## src/rtl/div_issue_queue.sv

```systemverilog
// In-order issue queue for divide/remainder uops. Holds up to 1<<LG_DEPTH entries
// and launches the head into the iterative divider whenever no divide is in flight.
`ifndef M_WIDTH
`define M_WIDTH 32
`endif
`ifndef LG_ROB_ENTRIES
`define LG_ROB_ENTRIES 5
`endif
`ifndef LG_PRF_ENTRIES
`define LG_PRF_ENTRIES 6
`endif

module div_issue_queue #(
   parameter int LG_DEPTH = 2
) (
   input  logic                       clk,
   input  logic                       reset,
   input  logic                       flush,
   input  logic                       enq_valid,
   output logic                       enq_ready,
   input  logic [`M_WIDTH-1:0]        enq_srcA,
   input  logic [`M_WIDTH-1:0]        enq_srcB,
   input  logic [`LG_ROB_ENTRIES-1:0] enq_rob_ptr,
   input  logic [`LG_PRF_ENTRIES-1:0] enq_prf_ptr,
   input  logic                       enq_is_signed,
   input  logic                       enq_is_rem,
   output logic                       div_start,
   output logic [`M_WIDTH-1:0]        div_inA,
   output logic [`M_WIDTH-1:0]        div_inB,
   output logic [`LG_ROB_ENTRIES-1:0] div_rob_ptr,
   output logic [`LG_PRF_ENTRIES-1:0] div_prf_ptr,
   output logic                       div_is_signed,
   output logic                       div_is_rem,
   input  logic                       div_complete,
   output logic                       busy,
   output logic [LG_DEPTH:0]          count
);

   localparam int               DEPTH = 1 << LG_DEPTH;
   localparam logic [LG_DEPTH:0] FULL = (LG_DEPTH + 1)'(DEPTH);

   typedef struct packed {
      logic [`M_WIDTH-1:0]        src_a;
      logic [`M_WIDTH-1:0]        src_b;
      logic [`LG_ROB_ENTRIES-1:0] rob_ptr;
      logic [`LG_PRF_ENTRIES-1:0] prf_ptr;
      logic                       is_signed;
      logic                       is_rem;
   } entry_t;

   entry_t                mem [DEPTH];
   entry_t                enq_entry;
   entry_t                head_entry;
   logic [LG_DEPTH-1:0]   head;
   logic [LG_DEPTH-1:0]   tail;
   logic [LG_DEPTH:0]     r_count;
   logic                  r_busy;
   logic                  do_enq;

   // Launch depends only on local state and flush, never on the divider's ready.
   assign enq_ready = (r_count != FULL);
   assign do_enq    = enq_valid & enq_ready & ~flush;
   assign div_start = (r_count != '0) & ~r_busy & ~flush;
   assign count     = r_count;
   assign busy      = r_busy;

   assign enq_entry  = '{enq_srcA, enq_srcB, enq_rob_ptr, enq_prf_ptr, enq_is_signed, enq_is_rem};
   assign head_entry = mem[head];

   assign div_inA       = head_entry.src_a;
   assign div_inB       = head_entry.src_b;
   assign div_rob_ptr   = head_entry.rob_ptr;
   assign div_prf_ptr   = head_entry.prf_ptr;
   assign div_is_signed = head_entry.is_signed;
   assign div_is_rem    = head_entry.is_rem;

   // NOTE: sequential state uses non-blocking assignments so every register
   // samples pre-edge values regardless of block evaluation order.
   always_ff @(posedge clk) begin
      if (reset) begin
         head    <= '0;
         tail    <= '0;
         r_count <= '0;
         r_busy  <= 1'b0;
      end else begin
         if (flush) begin
            head    <= '0;
            tail    <= '0;
            r_count <= '0;
         end else begin
            if (do_enq)    tail <= tail + 1'b1;
            if (div_start) head <= head + 1'b1;
            case ({do_enq, div_start})
               2'b10:   r_count <= r_count + 1'b1;
               2'b01:   r_count <= r_count - 1'b1;
               default: r_count <= r_count;
            endcase
         end
         // Flush leaves an in-flight divide alone; its result is dropped by ROB tag.
         if (div_start)         r_busy <= 1'b1;
         else if (div_complete) r_busy <= 1'b0;
      end
   end

   // NOTE: payload storage has no reset; entries are only read once counted valid,
   // so clearing them would add reset fan-out for no functional gain.
   always_ff @(posedge clk) begin
      if (do_enq) mem[tail] <= enq_entry;
   end

endmodule

```

## config.mk

```make
export PLATFORM = sky130hd
export DESIGN_NAME = div_issue_queue
export DESIGN_NICKNAME = d
export VERILOG_FILES = /design/src/rtl/div_issue_queue.sv
export SDC_FILE = /design/constraint.sdc
export NUM_CORES = 1
export LEC_CHECK = 0
export CORE_MARGIN = 2
export CORE_UTILIZATION = 40
export DETAILED_ROUTE_END_ITERATION = 10
export GPL_TIMING_DRIVEN = 0
export HOLD_SLACK_MARGIN = 0.03
export PLACE_DENSITY = 0.73
export RECOVER_POWER = 50
export SLEW_MARGIN = 10
export SYNTH_ARGS = -nofsm -noshare
export SYNTH_HDL_FRONTEND = slang
export SYNTH_SLANG_ARGS = --single-unit
```

## constraint.sdc

```tcl
create_clock -name clk -period 7 [get_ports clk]
set_input_delay 1.4 -clock clk [delete_from_list [all_inputs] [get_ports clk]]
set_output_delay 1.4 -clock clk [all_outputs]
set_load 0.03 [all_outputs]
```

==> metrics.csv <==
metric;value;unit
DRC;0;
post-layout minimum cycle time;4670;ps
H-tree Lvls;2;
clock root buffer;clkbuf_16;
Mapped Area;0.0117;mm²
setup TNS;0;ps
timing-limited maximum frequency;214;MHz
ANT nets after route;0;
effective utilization at floorplan;40.6;%
drt wl/cell;20.4;µm
Pleak;0.00471;µW
Yosys reg bits;318;
grt ovf;0;
syn nets;551;
Clk Latency, worst-skew pair;490;ps
Clock transition at path regs;60;ps
clk sink count;318;
core box area;0.0287;mm²
crit-path max FO;6;
die area;0.0306;mm²
Hold WC Path Type;register to register;
max-slew violation count;84;
CTS tree;yes;
IO Port Bufs;164;
DR iter-0 viols;423;
Worst Max-Slew Pin Slew;2390;ps
Area Growth Syn to Fin;28.5;%
Mapped Cells;463;
first-pass GRT wire length;33900;µm
Combinational Power Share;5.3;%
DRT Pass-1 Iters;5;
sequential share of the synthesized area;81.0;%
P per Cell Area;270;mW/mm²
CTS Hold Bufs;0;
layout cells sized above 1;20.6;%
critical path endpoint category;output port;
final hold violations;0;
initial antenna violation count;4;
Sw Ratio;19.5;%
largest net degree at the start of global routing;51;
WS Path Type;primary input to output port;
# IOs;165;
Sequential Power Share;52.5;%
Vias per Instance;5.02;
post-DP HPWL;13800;µm
RSZ-0062 raised after global routing;no;
Worst Path Required;5600;ps
Synth warnings;0;
fin util;52.2;%
Netlist cell types;25;
commonest non-fill, non-tap cell in the layout;edfxtp_1;
arrival time worst endpoint;3270;ps
fillers;2213;
Setup crit start kind;primary input;
fin crit share;66.8;%
P_sw;792;µW
vias in the first global route;6051;
Seq. cell area;0.00945;mm²
post-CTS sizing;0;
synthesized area per cell;25.2;µm²
commonest non-fill, non-tap cells in the layout;edfxtp_1, clkdlybuf4s50_1, dlygate4sd3_1;
max cap viols;3;
num rows;62;
Tot GR Track Use;14.6;%
clock skew;11.3;ps
failing checks;max-capacitance violations, max-slew violations;
Peak VDD IR;0.191;mV
max_slew headroom;-59.1;%
height of the die;175;µm
die width;175;µm
clock share of power;42.1;%
multi-input combinational cell area;0.00203;mm²
Inserted Clock Buffers;34;
Power Internal;3260;µW
post-CTS setup buffer count;0;
RePlAce Congestion;0.792;
nets@finish;755;
Clock Tree Buf Depth;3;
via count;5397;
run status;finished with violations;
final setup fails;0;
final WL;21900;µm
stage by stage:
step	power [µW]	setup WS [ps]	hold slack (ps)	cells	cell area [µm²]
after floorplan	2270	2970	450	463	11700
after global placement	2390	977	475	1011	13800
after detailed placement	2400	2500	491	1015	13900
after CTS	4120	2490	500	1072	15000
after global routing	4210	2240	543	1073	15000
final	4050	2330	491	1075	15000
cells by family (layout without fill, tap and decap cells):
family | after synthesis | after routing | synth area share, %
muxes | 78 | 78 | 14.9
and+or+nand+nor | 23 | 23 | 1.07
DFF | 318 | 318 | 81.0
other | 0 | 3 | 0
buffers and inverters | 26 | 251 | 1.64
adders and majority gates | 6 | 6 | 0.708
xor gates and xnor gates | 2 | 2 | 0.150
AOI/OAI and AO/OA | 10 | 10 | 0.493
cell usage after synthesis:
cell type	instances	share of area (%)
a21boi_0	3	0.19
a21oi_1	2	0.086
and2_1	5	0.27
buf_12	4	0.69
buf_2	5	0.21
buf_4	4	0.26
buf_6	1	0.097
clkbuf_1	4	0.13
dfxtp_1	10	1.7
edfxtp_1	308	79
fa_1	1	0.17
ha_1	5	0.54
inv_1	8	0.26
mux2i_1	1	0.086
mux4_2	77	15
nand2_1	2	0.064
nand3_1	3	0.13
nand4b_1	1	0.075
nor2_1	4	0.13
nor2b_1	1	0.054
nor3_1	3	0.13
nor3b_1	1	0.064
o21ai_0	5	0.21
or3_1	3	0.16
xor2_1	2	0.15
power groups by stage:
stage / registers [µW] / logic [µW] / clock network (µW)
final: 2130 / 216 / 1710
after global routing: 2130 / 230 / 1850
after floorplan: 2170 / 100 / 0
after global placement: 2170 / 218 / 0
after detailed placement: 2170 / 228 / 0
after CTS: 2130 / 229 / 1760
critical path, cell delays in order:
cell	delay, ps
dlygate4sd3_1	630
nor2_1	250
and2_0	280
clkdlybuf4s50_1	710
layout make-up:
cell class,instances,area share (%)
flip-flops and latches,318,63.0
multi-input cells,119,13.5
repair buffers,168,11.7
clock buffers,44,6.42
well taps,384,3.21
plain buffers,18,1.08
clock inverters,13,0.793
inverters,8,0.200
diodes,3,0.0501
state kept, by name, indices dropped and copies added, names as in the netlist, named ones only:
name	cells
tail	2
count	3
mem	308
busy	1
head	2
per-layer routing:
metal	vias to the layer above	share of wire [%]	global-route usage, %	wire (µm)
met3	41	5.7	3.44	1250
met1	2799	40	18.0	8760
met2	167	52	25.3	11300
met4	2	2.5	5.21	537
met5	-	0.059	0	13
li1	2388	-	-	-
path summary, 6_finish.rpt:
path	startpoint	to	slack, ps	cells past startpoint
setup / recovery	flush	div_start	2330	4
hold / removal	head[1]	register	490	2
setup reg to reg	count[2]	mem[3][56]	3500	4
hold reg to reg	head[1]	register	490	2
(Power assumes the default switching activity.)
==> RTL edit, RTL diff (same flow settings) <==
Register the input `div_complete` before use, without a reset. The logic sees it one clock later. The other inputs are not delayed to match.
--- a/src/rtl/div_issue_queue.sv
+++ b/src/rtl/div_issue_queue.sv
@@ -47,6 +47,12 @@
       logic                       is_signed;
       logic                       is_rem;
    } entry_t;
+
+   logic div_complete_q;
+
+   always_ff @(posedge clk) begin
+      div_complete_q <= div_complete;
+   end
 
    entry_t                mem [DEPTH];
    entry_t                enq_entry;
@@ -98,7 +104,7 @@
          end
          // Flush leaves an in-flight divide alone; its result is dropped by ROB tag.
          if (div_start)         r_busy <= 1'b1;
-         else if (div_complete) r_busy <= 1'b0;
+         else if (div_complete_q) r_busy <= 1'b0;
       end
    end
 
Check against the original RTL: not equivalent (Yosys sat finds a counterexample within 4 cycles, from zero or initial values and one cycle with reset high).
==> RTL edit against the unedited design <==
  * The flow still finishes with violations (capacitance limit, slew limit)
  * Area after synthesis increased by 0.17%
  * Setup slack got worse by 0.37 ns
  * Sequential cell count increased by 1
  * Cell count increased by 0.19%
  * Total power decreased by 0.92%
  * Wire length increased by 0.33%
  * Utilization about the same
  * Register-to-register slack got worse by 0.50 ns
  * Design area about the same
  * Maximum frequency decreased by 7.4%
  * Via count increased by 1.2%
  * Critical endpoint is now mem[2][52]
  * Largest power group unchanged
==> RTL edit: results (changes against the unedited design) <==
run status=finished with violations; violated checks=capacitance limit, slew limit; Max-Cap Viols=3 (unchanged); skew final=0.00753 ns (-0.00378 ns); total iterations of the first detailed-routing run=6 (+1); register area=9470 um2 (+0.21%); Signal buffers=186 (unchanged); post-synth net total=552 (+0.18%); switching portion of total power=0.198 (+0.00265); top cell family by delay on the critical path=simple AND/OR/NAND/NOR gates; fraction of area in multi-input gates=0.135 (about the same); crit-path max cell delay=2.38 ns (+1.67 ns); DR top layer=met4; initial DRC count=369 (-13%); met2 Resource Use GR=0.258 (+0.00527); most area-consuming cells after synthesis=edfxtp_1 (79%), mux4_2 (15%), dfxtp_1 (1.9%); Seq/Total Area, Yosys=0.810 (about the same); fin. max-slew vios=116 (+38%); nets=756 (+0.13%); placed cells=1016 (+0.099%); worst vdd ir=0.000195 V (+2.4%); fraction of area in non-clock buffers=0.128 (about the same); WL met1=9010 um (+2.9%); Critical Path Fanout Max=39 (+33); GR met1 Demand/Resource=0.185 (+0.00531); wire length on met3=1140 um (-8.8%); clock network share of area=0.0705 (-0.00163); Non-Filler Instances=1077 (+0.19%); vias in the first global route=6004 (-0.78%); met2 wire length=11400 um (+0.45%); initial antenna violation count=1 (-3); gpl congestion=0.753 (-5.0%); asr flop ratio synth=0 (unchanged); placed cell area=13900 um2 (+0.14%); Seq cells=319 (+0.31%); WP data arrival=5.22 ns (+1.95 ns); Setup WS pre-CTS=2.49 ns (-0.0107 ns); Slew @ Worst Pin=3.20 ns (+0.813 ns); n_diodes=2 (-1); YS warnings=0 (unchanged); Post-synth EDFFs=308 (unchanged); fill count=2232 (+0.86%); overall power=4.02 mW (-0.92%); Commonest cells post-synth=edfxtp_1 (308), mux4_2 (77), dfxtp_1 (11); fraction of layout cells with a size suffix above 1=0.208 (+0.00200); mean post-synth cell area=25.2 um2 (about the same); Crit-path slowest cell=and2_0; Vias=5460 (+1.2%); pin count of the biggest net entering global routing=41 (-20%); die area=30600 um2 (+0.17%); GR Util All Layers=0.146 (+0.000482); postcts setup bufs=0 (unchanged); GR Util met3=0.0318 (-0.00261); Worst setup SP type=primary input; hpwl dp=13800 um (about the same); global-route wire length before repair=34200 um (+0.83%); Leak=4.72 nW (+0.28%); CLK BUF=42 (-4.5%); final WL=22000 um (+0.33%); Cell Pwr Density=268 nW/um2 (-0.87%)
==> RTL edit: cell count changes after synthesis, sizes merged <==
cell	delta
dfxtp	+1
==> RTL edit: path summary, 6_finish.rpt <==
check | cells past startpoint | end | start | slack, ns
hold / removal | 2 | flip-flop | head[1] | 0.50
setup / recovery | 4 | mem[2][52] | flush | 1.95
hold reg to reg | 2 | flip-flop | head[1] | 0.50
setup reg to reg | 4 | mem[2][52] | count[1] | 3.00
==> RTL edit: cell families (layout without fill, tap and decap cells) <==
group,Yosys count,count (layout),share of synthesized area
flip-flops,319,319,0.810
AO/OA/AOI/OAI,10,10,0.00492
other,0,2,0
multiplexers,78,78,0.149
adder cells (fa/ha/maj),6,6,0.00707
AND/OR/NAND/NOR,23,23,0.0107
buffers and inverters,26,253,0.0164
XOR/XNOR,2,2,0.00150
==> RTL edit: worst min-delay path: stages, from the launching register on <==
cell and delay, ns:
dfxtp_1 0.32, nand2_1 0.06, mux2i_1 0.07
